**config.mk**
```make
export PLATFORM = sky130hd
export DESIGN_NAME = rx_watchdog_multi
export DESIGN_NICKNAME = d
export VERILOG_FILES = /design/src/rtl/rx_watchdog_multi.sv
export SDC_FILE = /design/constraint.sdc
export NUM_CORES = 1
export LEC_CHECK = 0
export BUFFER_PORTS_ARGS = -buffer_cell sky130_fd_sc_hd__buf_2
export CAP_MARGIN = 20
export CORE_MARGIN = 1.5
export CORE_UTILIZATION = 52
export CTS_CLUSTER_SIZE = 24
export DETAILED_ROUTE_END_ITERATION = 8
export GPL_TIMING_DRIVEN = 0
export PLACE_DENSITY = 0.79
export SYNTH_ARGS = -nofsm -noshare
export SYNTH_HDL_FRONTEND = slang
export SYNTH_SLANG_ARGS = --single-unit
```
**constraint.sdc**
```tcl
create_clock -name clk -period 3.1 [get_ports clk]
set_input_delay 0.155 -clock clk [delete_from_list [all_inputs] [get_ports clk]]
set_output_delay 0.155 -clock clk [all_outputs]
set_load 0.01 [all_outputs]
```
**src/rtl/rx_watchdog_multi.sv**
```systemverilog
`timescale 1ns/1ps
// rx_watchdog_multi
// Multi-cause receiver watchdog. It watches the I/Q sign balance (DC-stuck
// input), the decoded packet length, the preamble-to-header latency and the
// demodulation duration. When any enabled check trips, it issues a
// fixed-length receiver_rst pulse, records the cause one-hot and bumps a
// saturating per-cause event counter.
module rx_watchdog_multi #(
  parameter int IQ_DATA_WIDTH = 16,
  parameter int LOG2_DC_WIN   = 5,
  parameter int LEN_WIDTH     = 16,
  parameter int TIMER_WIDTH   = 20,
  parameter int RST_PULSE_LEN = 4,
  parameter int CNT_WIDTH     = 16
) (
  input  logic                     clk,
  input  logic                     rstn,
  input  logic                     enable,
  input  logic [IQ_DATA_WIDTH-1:0] i_data,
  input  logic [IQ_DATA_WIDTH-1:0] q_data,
  input  logic                     iq_valid,
  input  logic                     short_preamble_detected,
  input  logic                     sig_valid,
  input  logic [LEN_WIDTH-1:0]     signal_len,
  input  logic                     demod_is_ongoing,
  input  logic [3:0]               cause_en,
  input  logic [7:0]               dc_running_sum_th,
  input  logic [LEN_WIDTH-1:0]     min_signal_len_th,
  input  logic [LEN_WIDTH-1:0]     max_signal_len_th,
  input  logic [TIMER_WIDTH-1:0]   header_timeout_th,
  input  logic [TIMER_WIDTH-1:0]   demod_timeout_th,
  output logic                     receiver_rst,
  output logic [3:0]               rst_cause,
  output logic [CNT_WIDTH-1:0]     cnt_dc,
  output logic [CNT_WIDTH-1:0]     cnt_len,
  output logic [CNT_WIDTH-1:0]     cnt_hdr,
  output logic [CNT_WIDTH-1:0]     cnt_demod
);

  localparam int WIN     = 1 << LOG2_DC_WIN;
  localparam int SUM_W   = LOG2_DC_WIN + 1;
  localparam int CMP_W   = ((SUM_W > 8) ? SUM_W : 8) + 1;
  localparam int PULSE_W = (RST_PULSE_LEN > 1) ? $clog2(RST_PULSE_LEN + 1) : 1;

  // Cause bit positions: {demod, hdr, len, dc}
  localparam logic [3:0] CAUSE_DC    = 4'b0001;
  localparam logic [3:0] CAUSE_LEN   = 4'b0010;
  localparam logic [3:0] CAUSE_HDR   = 4'b0100;
  localparam logic [3:0] CAUSE_DEMOD = 4'b1000;

  typedef enum logic [1:0] {IDLE, WAIT_HDR, DEMOD, RST} state_t;

  state_t                 state_reg, state_next;
  logic [3:0]             cause_next;
  logic                   rst_entry;
  logic                   preamble_d_reg, demod_d_reg;
  logic                   preamble_rise, demod_fall;
  logic [TIMER_WIDTH-1:0] timer_reg;
  logic [PULSE_W-1:0]     pulse_cnt_reg;
  logic                   receiver_rst_reg;
  logic [3:0]             rst_cause_reg;

  logic [WIN-1:0]         sr_i_reg, sr_q_reg;
  logic [SUM_W-1:0]       sum_i_reg, sum_q_reg;
  logic [SUM_W-1:0]       fill_reg;
  logic                   dc_full, dc_active, dc_clear;
  logic                   sign_i, sign_q;
  logic [CMP_W-1:0]       sum_i_ext, sum_q_ext, th_ext, win_ext;

  logic                   len_bad;
  logic                   len_fault, hdr_fault, dc_fault, demod_fault;

  // Only the sign of each component feeds the DC balance check.
  assign sign_i = i_data[IQ_DATA_WIDTH-1];
  assign sign_q = q_data[IQ_DATA_WIDTH-1];
  logic unused_iq_magnitude;
  assign unused_iq_magnitude = ^{i_data[IQ_DATA_WIDTH-2:0], q_data[IQ_DATA_WIDTH-2:0]};

  assign preamble_rise = short_preamble_detected & ~preamble_d_reg;
  assign demod_fall    = ~demod_is_ongoing & demod_d_reg;

  // Fault detection; the DC comparison adds th to the sum so WIN-th never goes negative.
  assign dc_full   = (fill_reg == SUM_W'(WIN));
  assign dc_active = (state_reg == IDLE) || (state_reg == WAIT_HDR);
  assign sum_i_ext = CMP_W'(sum_i_reg);
  assign sum_q_ext = CMP_W'(sum_q_reg);
  assign th_ext    = CMP_W'(dc_running_sum_th);
  assign win_ext   = CMP_W'(WIN);

  assign len_bad = ((min_signal_len_th != '0) && (signal_len < min_signal_len_th)) ||
                   ((max_signal_len_th != '0) && (signal_len > max_signal_len_th));

  assign len_fault   = (state_reg == WAIT_HDR) && sig_valid && len_bad && cause_en[1];
  assign hdr_fault   = (state_reg == WAIT_HDR) && (header_timeout_th != '0) &&
                       (timer_reg >= header_timeout_th) && cause_en[2];
  assign demod_fault = (state_reg == DEMOD) && (demod_timeout_th != '0) &&
                       (timer_reg >= demod_timeout_th) && cause_en[3];
  assign dc_fault    = dc_active && dc_full && (dc_running_sum_th != '0) && cause_en[0] &&
                       ((sum_i_ext <= th_ext) || ((sum_i_ext + th_ext) >= win_ext) ||
                        (sum_q_ext <= th_ext) || ((sum_q_ext + th_ext) >= win_ext));

  // Next-state and prioritised cause selection (len > hdr > dc; demod is exclusive to DEMOD).
  always_comb begin
    state_next = state_reg;
    cause_next = '0;
    if (len_fault)        cause_next = CAUSE_LEN;
    else if (hdr_fault)   cause_next = CAUSE_HDR;
    else if (dc_fault)    cause_next = CAUSE_DC;
    else if (demod_fault) cause_next = CAUSE_DEMOD;
    case (state_reg)
      IDLE: begin
        if (cause_next != '0)   state_next = RST;
        else if (preamble_rise) state_next = WAIT_HDR;
      end
      WAIT_HDR: begin
        if (cause_next != '0) state_next = RST;
        else if (sig_valid)   state_next = DEMOD;
      end
      DEMOD: begin
        if (cause_next != '0) state_next = RST;
        else if (demod_fall)  state_next = IDLE;
      end
      RST: begin
        cause_next = '0;
        if (pulse_cnt_reg == '0) state_next = IDLE;
      end
      default: state_next = IDLE;
    endcase
    if (!enable) begin
      state_next = IDLE;
      cause_next = '0;
    end
  end

  assign rst_entry = (state_reg != RST) && (state_next == RST);
  assign dc_clear  = !enable || (state_reg == RST) || (state_next == RST);

  // State register, edge-detect history and reset pulse generation.
  always_ff @(posedge clk or negedge rstn) begin
    if (!rstn) begin
      state_reg        <= IDLE;
      preamble_d_reg   <= 1'b0;
      demod_d_reg      <= 1'b0;
      pulse_cnt_reg    <= '0;
      receiver_rst_reg <= 1'b0;
      rst_cause_reg    <= '0;
    end else begin
      state_reg        <= state_next;
      preamble_d_reg   <= short_preamble_detected;
      demod_d_reg      <= demod_is_ongoing;
      receiver_rst_reg <= (state_next == RST);
      if (rst_entry) begin
        pulse_cnt_reg <= PULSE_W'(RST_PULSE_LEN - 1);
        rst_cause_reg <= cause_next;
      end else if ((state_reg == RST) && (pulse_cnt_reg != '0)) begin
        pulse_cnt_reg <= pulse_cnt_reg - 1'b1;
      end
    end
  end

  // Header/demod timer: restarts on every state change, counts samples, saturates.
  always_ff @(posedge clk or negedge rstn) begin
    if (!rstn) begin
      timer_reg <= '0;
    end else if (state_next != state_reg) begin
      timer_reg <= '0;
    end else if (((state_reg == WAIT_HDR) || (state_reg == DEMOD)) && iq_valid &&
                 (timer_reg != {TIMER_WIDTH{1'b1}})) begin
      timer_reg <= timer_reg + 1'b1;
    end
  end

  // Sliding window of sign bits with running counts of negative samples.
  always_ff @(posedge clk or negedge rstn) begin
    if (!rstn) begin
      sr_i_reg  <= '0;
      sr_q_reg  <= '0;
      sum_i_reg <= '0;
      sum_q_reg <= '0;
      fill_reg  <= '0;
    end else if (dc_clear) begin
      sr_i_reg  <= '0;
      sr_q_reg  <= '0;
      sum_i_reg <= '0;
      sum_q_reg <= '0;
      fill_reg  <= '0;
    end else if (dc_active && iq_valid) begin
      sr_i_reg  <= {sr_i_reg[WIN-2:0], sign_i};
      sr_q_reg  <= {sr_q_reg[WIN-2:0], sign_q};
      sum_i_reg <= sum_i_reg + SUM_W'(sign_i) - SUM_W'(sr_i_reg[WIN-1]);
      sum_q_reg <= sum_q_reg + SUM_W'(sign_q) - SUM_W'(sr_q_reg[WIN-1]);
      if (!dc_full) fill_reg <= fill_reg + 1'b1;
    end
  end

  // Saturating per-cause event counters, one per cause bit.
  logic [CNT_WIDTH-1:0] cnt_all [4];
  genvar gi;
  generate
    for (gi = 0; gi < 4; gi++) begin : g_cnt
      logic [CNT_WIDTH-1:0] cnt_reg;
      // Count each reset entry attributed to this cause.
      always_ff @(posedge clk or negedge rstn) begin
        if (!rstn) begin
          cnt_reg <= '0;
        end else if (rst_entry && cause_next[gi] && (cnt_reg != {CNT_WIDTH{1'b1}})) begin
          cnt_reg <= cnt_reg + 1'b1;
        end
      end
      assign cnt_all[gi] = cnt_reg;
    end
  endgenerate

  assign receiver_rst = receiver_rst_reg;
  assign rst_cause    = rst_cause_reg;
  assign cnt_dc       = cnt_all[0];
  assign cnt_len      = cnt_all[1];
  assign cnt_hdr      = cnt_all[2];
  assign cnt_demod    = cnt_all[3];

endmodule
```
==> summary.txt <==
Status
  • Status: finished, final reports clean

Cells and area
  • Fill count: roughly 1,700
  • Multi-input logic area: 0.00692 mm^2
  • Nets: between 1,500 and 2,000
  • Ant. Diodes: 0
  • Layout cell share with drive strength beyond 1: 0.264
  • Area Overhead vs Synth: 20.5%
  • Sequential cell area: ~0.0045 mm^2

Clock network
  • Clock transition at the registers of the reported paths: 0.07 ns
  • Clock Path Buffers: 2
  • Total clock buffers created by CTS: 17
  • Worst-skew pair later-pin latency: between 0.4 and 0.5 ns
  • H-tree depth: 4
  • Root buf cell: clkbuf_16
  • CTS Sinks: ~180
  • TritonCTS clock tree: yes

Power
  • Maximum vdd drop: roughly 0.41 mV
  • Internal: about 5 mW
  • Power per standard cell area: 522 mW/mm^2
  • Sequential power share: 0.348
  • Leak: 7.24 nW
  • Total power: between 7 and 8 mW
  • Comb pwr share: 0.373
  • Switching fraction of total power: 0.343
  • Clock share of power: 0.279
  • Sw Pwr: between 2 and 3 mW

Yosys
  • Yosys top cell area share: 0.375
  • Warning count from the yosys run: 0
  • Top FF cell, synth: dfrtp_1
  • Avg Inst Size Synth: between 10 and 15 um^2
  • Netlist cell types: about 70
  • Number of synthesized flops with an enable pin: 0
  • Post-synth ARST share: 1.00
  • Synth Cell Area: 0.0119 mm^2
  • Post-synthesis register bit count: ~180
  • Post-synth top area cell: dfrtp_1
  • Seq/Total Area, Yosys: 0.375
  • Synth area leaders: dfrtp_1 (38%), ha_1 (13%), nor2_4 (7.5%)
  • Synth Instances: approximately 1,100
  • Mapped Nets: roughly 1,400

Floorplan
  • Die area: between 0.02 and 0.025 mm^2
  • Row cnt: 55
  • Core region area: 0.0225 mm^2
  • Starting Density: 0.528
  • Die width: 154 um
  • Die Ht: about 150 um
  • IO Count: approximately 210

Route
  • Detail Route Antenna Nets: 0
  • Vias after detailed routing: between 9,000 and 10,000
  • DR WL/cell: 16.1 um
  • Post-DR vias/cell: 5.55
  • Initial detailed-routing violation count: 500
  • DRT Pass-1 Iters: 5
  • Post-Route WL: around 26,000 um
  • DRC Markers: 0

Setup path
  • Kind of critical path: register to register
  • Critical Path Source Type: register
  • Worst path required time: around 3.5 ns
  • Crit. End Element: register
  • Critical path arrival: ~3.5 ns
  • CP Max Fanout: 9

Timing
  • Final hold vios: 0
  • Slew headroom: 0.283
  • Setup-failing EPs final: 0
  • Slew Limit Fails: 0
  • Period utilization: 0.999
  • Setup TNS Final: 0 ns
  • Final worst path period need: between 3 and 4 ns
  • Unrepaired setup endpoints after global routing: yes
  • Setup Skew: 0.0109 ns
  • Hold Slack: roughly 0.042 ns
  • Fmax: 323 MHz
  • Slew @ Worst Pin: 1.08 ns

GRT
  • Pin count of the biggest net entering global routing: 100
  • Gr usage total: 0.223
  • Initial antenna violation count: 0
  • Vias in the first global route: between 9,000 and 10,000
  • Total grt overflow: 0
  • First-pass GRT wire length: 43,500 um

Worst hold path
  • Worst Hold Class: input port to register

Place
  • DPL Wire Length: 19,100 um
  • IO buf count: around 180
  • Routability cong.: around 0.9

Run
  • Max cap viols: 0
-- placed cells by master (no fill, tap or decap), types with 4 or more instances in the layout --
cell and instances:
buf_2 177, dfrtp_1 176, ha_1 115, inv_1 110, nor2_4 80, mux2i_1 71
xor2_1 51, nand3_1 48, nand2_1 47, nor2_1 45, xnor2_1 45, nand4_1 40
a21oi_1 39, nor4_1 26, clkbuf_16 26, nor3_1 25, clkbuf_1 19, o21ai_0 17
and3_1 17, a21o_1 14, nand2b_1 9, nor2b_1 9, nor3_4 9, buf_4 9
buf_16 8, and2_1 8, a211oi_1 7, nor3b_1 7, and4_1 6, o211ai_1 5
o2111ai_1 4, a21boi_0 4, clkbuf_2 4, fa_1 4
-- power by group through the flow --
stage,sequential (mW),combinational [mW],clock [mW]
after global routing,2.61,3.06,2.22
final,2.60,2.78,2.08
after CTS,2.59,2.50,2.11
after floorplan,2.61,1.87,0
after detailed placement,2.64,2.39,0
after global placement,2.64,2.32,0
-- cell type report --
cell class | instances | share of cell area
Tap cell | 285 | 0.0249
Timing Repair Buffer | 199 | 0.0882
Clock buffer | 26 | 0.0335
Buffer | 30 | 0.0239
Clock inverter | 5 | 0.00542
Inverter | 110 | 0.0289
Multi-Input combinational cell | 817 | 0.484
Sequential cell | 178 | 0.312
-- metrics by stage --
step	setup WS, ns	utilization	instance area, um^2	std cells
2_1_floorplan	0.217	-	11900	1137
3_3_place_gp	-0.939	0.583	13100	1598
5_1_grt	-0.0954	0.636	14300	1650
6_report	0.00180	0.636	14300	1650
4_1_cts	0.0127	0.615	13800	1635
3_5_place_dp	-0.235	0.584	13200	1599
-- critical path, cell delays in order (launching register included) --
cell and delay (ns):
dfrtp_2 0.44, ha_4 0.26, or4_4 0.49, nor3_4 0.18
mux2i_2 0.11, a2111oi_4 0.38, a31o_4 0.27, and3b_4 0.24
nand4b_4 0.15, buf_12 0.20, clkbuf_16 0.18, nor2_4 0.10
-- repair_timing --
item | 4_1_cts | 5_1_grt
endpoints found under the hold margin | 81 | 0
buffers inserted | 3 | 7
pin swaps | 3 | 47
resized for setup | 15 | 39
gates cloned | 0 | 9
endpoints found under the setup margin | 154 | 159
hold buffers | 3 | 0
-- path summary, 6_finish.rpt --
check	start	to	slack, ns	cells past startpoint
max in group asynchronous	rstn	sr_q_reg[16]$_DFFE_PN0P_	1.91	3
worst max-delay path	sum_q_reg[5]$_DFFE_PN0P_	sr_i_reg[2]$_DFFE_PN0P_	0.002	11
worst min register to register	rst_cause[1]$_DFFE_PN0P_	rst_cause[1]$_DFFE_PN0P_	0.48	1
min in group asynchronous	rstn	timer_reg[5]$_DFFE_PN0P_	0.32	2
worst min-delay path	enable	state_reg[0]$_DFF_PN0_	0.04	3
worst max register to register	sum_q_reg[5]$_DFFE_PN0P_	sr_i_reg[2]$_DFFE_PN0P_	0.002	11
-- cell usage after synthesis, types with 3 or more instances --
| library cell | number |
|---|---|
| xnor2_1 | 45 |
| nor2_4 | 79 |
| o211ai_1 | 5 |
| a21oi_1 | 39 |
| and4_1 | 6 |
| or4_1 | 4 |
| mux2_1 | 3 |
| dfrtp_1 | 178 |
| buf_2 | 3 |
| and3_1 | 17 |
| nor3b_1 | 7 |
| o21bai_1 | 3 |
| mux2i_1 | 72 |
| a21o_1 | 15 |
| nand2_1 | 47 |
| fa_1 | 4 |
| nand3_1 | 49 |
| buf_12 | 8 |
| ha_1 | 120 |
| nand2b_1 | 9 |
| nor2b_1 | 9 |
| a21boi_0 | 4 |
| nor2_1 | 46 |
| nand4_1 | 40 |
| o21ai_0 | 18 |
| nor3_2 | 9 |
| nor3_1 | 27 |
| nor4_1 | 26 |
| o2111ai_1 | 5 |
| clkbuf_1 | 18 |
| and2_1 | 8 |
| xor2_1 | 51 |
| inv_1 | 110 |
| a211oi_1 | 8 |
-- per-layer routing --
metal	up-vias	track usage	part of all wire
met3	53	0.0366	0.043
met2	216	0.392	0.51
met5	-	0	0
met1	4467	0.281	0.42
met4	0	0.0652	0.022
li1	4421	-	-
-- cells by family after synthesis --
kind of cell	count (synthesis)	synth area share
xor+xnor	96	0.0708
mux	76	0.0645
buf+inv	142	0.0571
fa+ha+maj	124	0.133
flops	178	0.375
simple gates	398	0.226
compound gates	123	0.0730
Power figures use the tool's default switching activity.
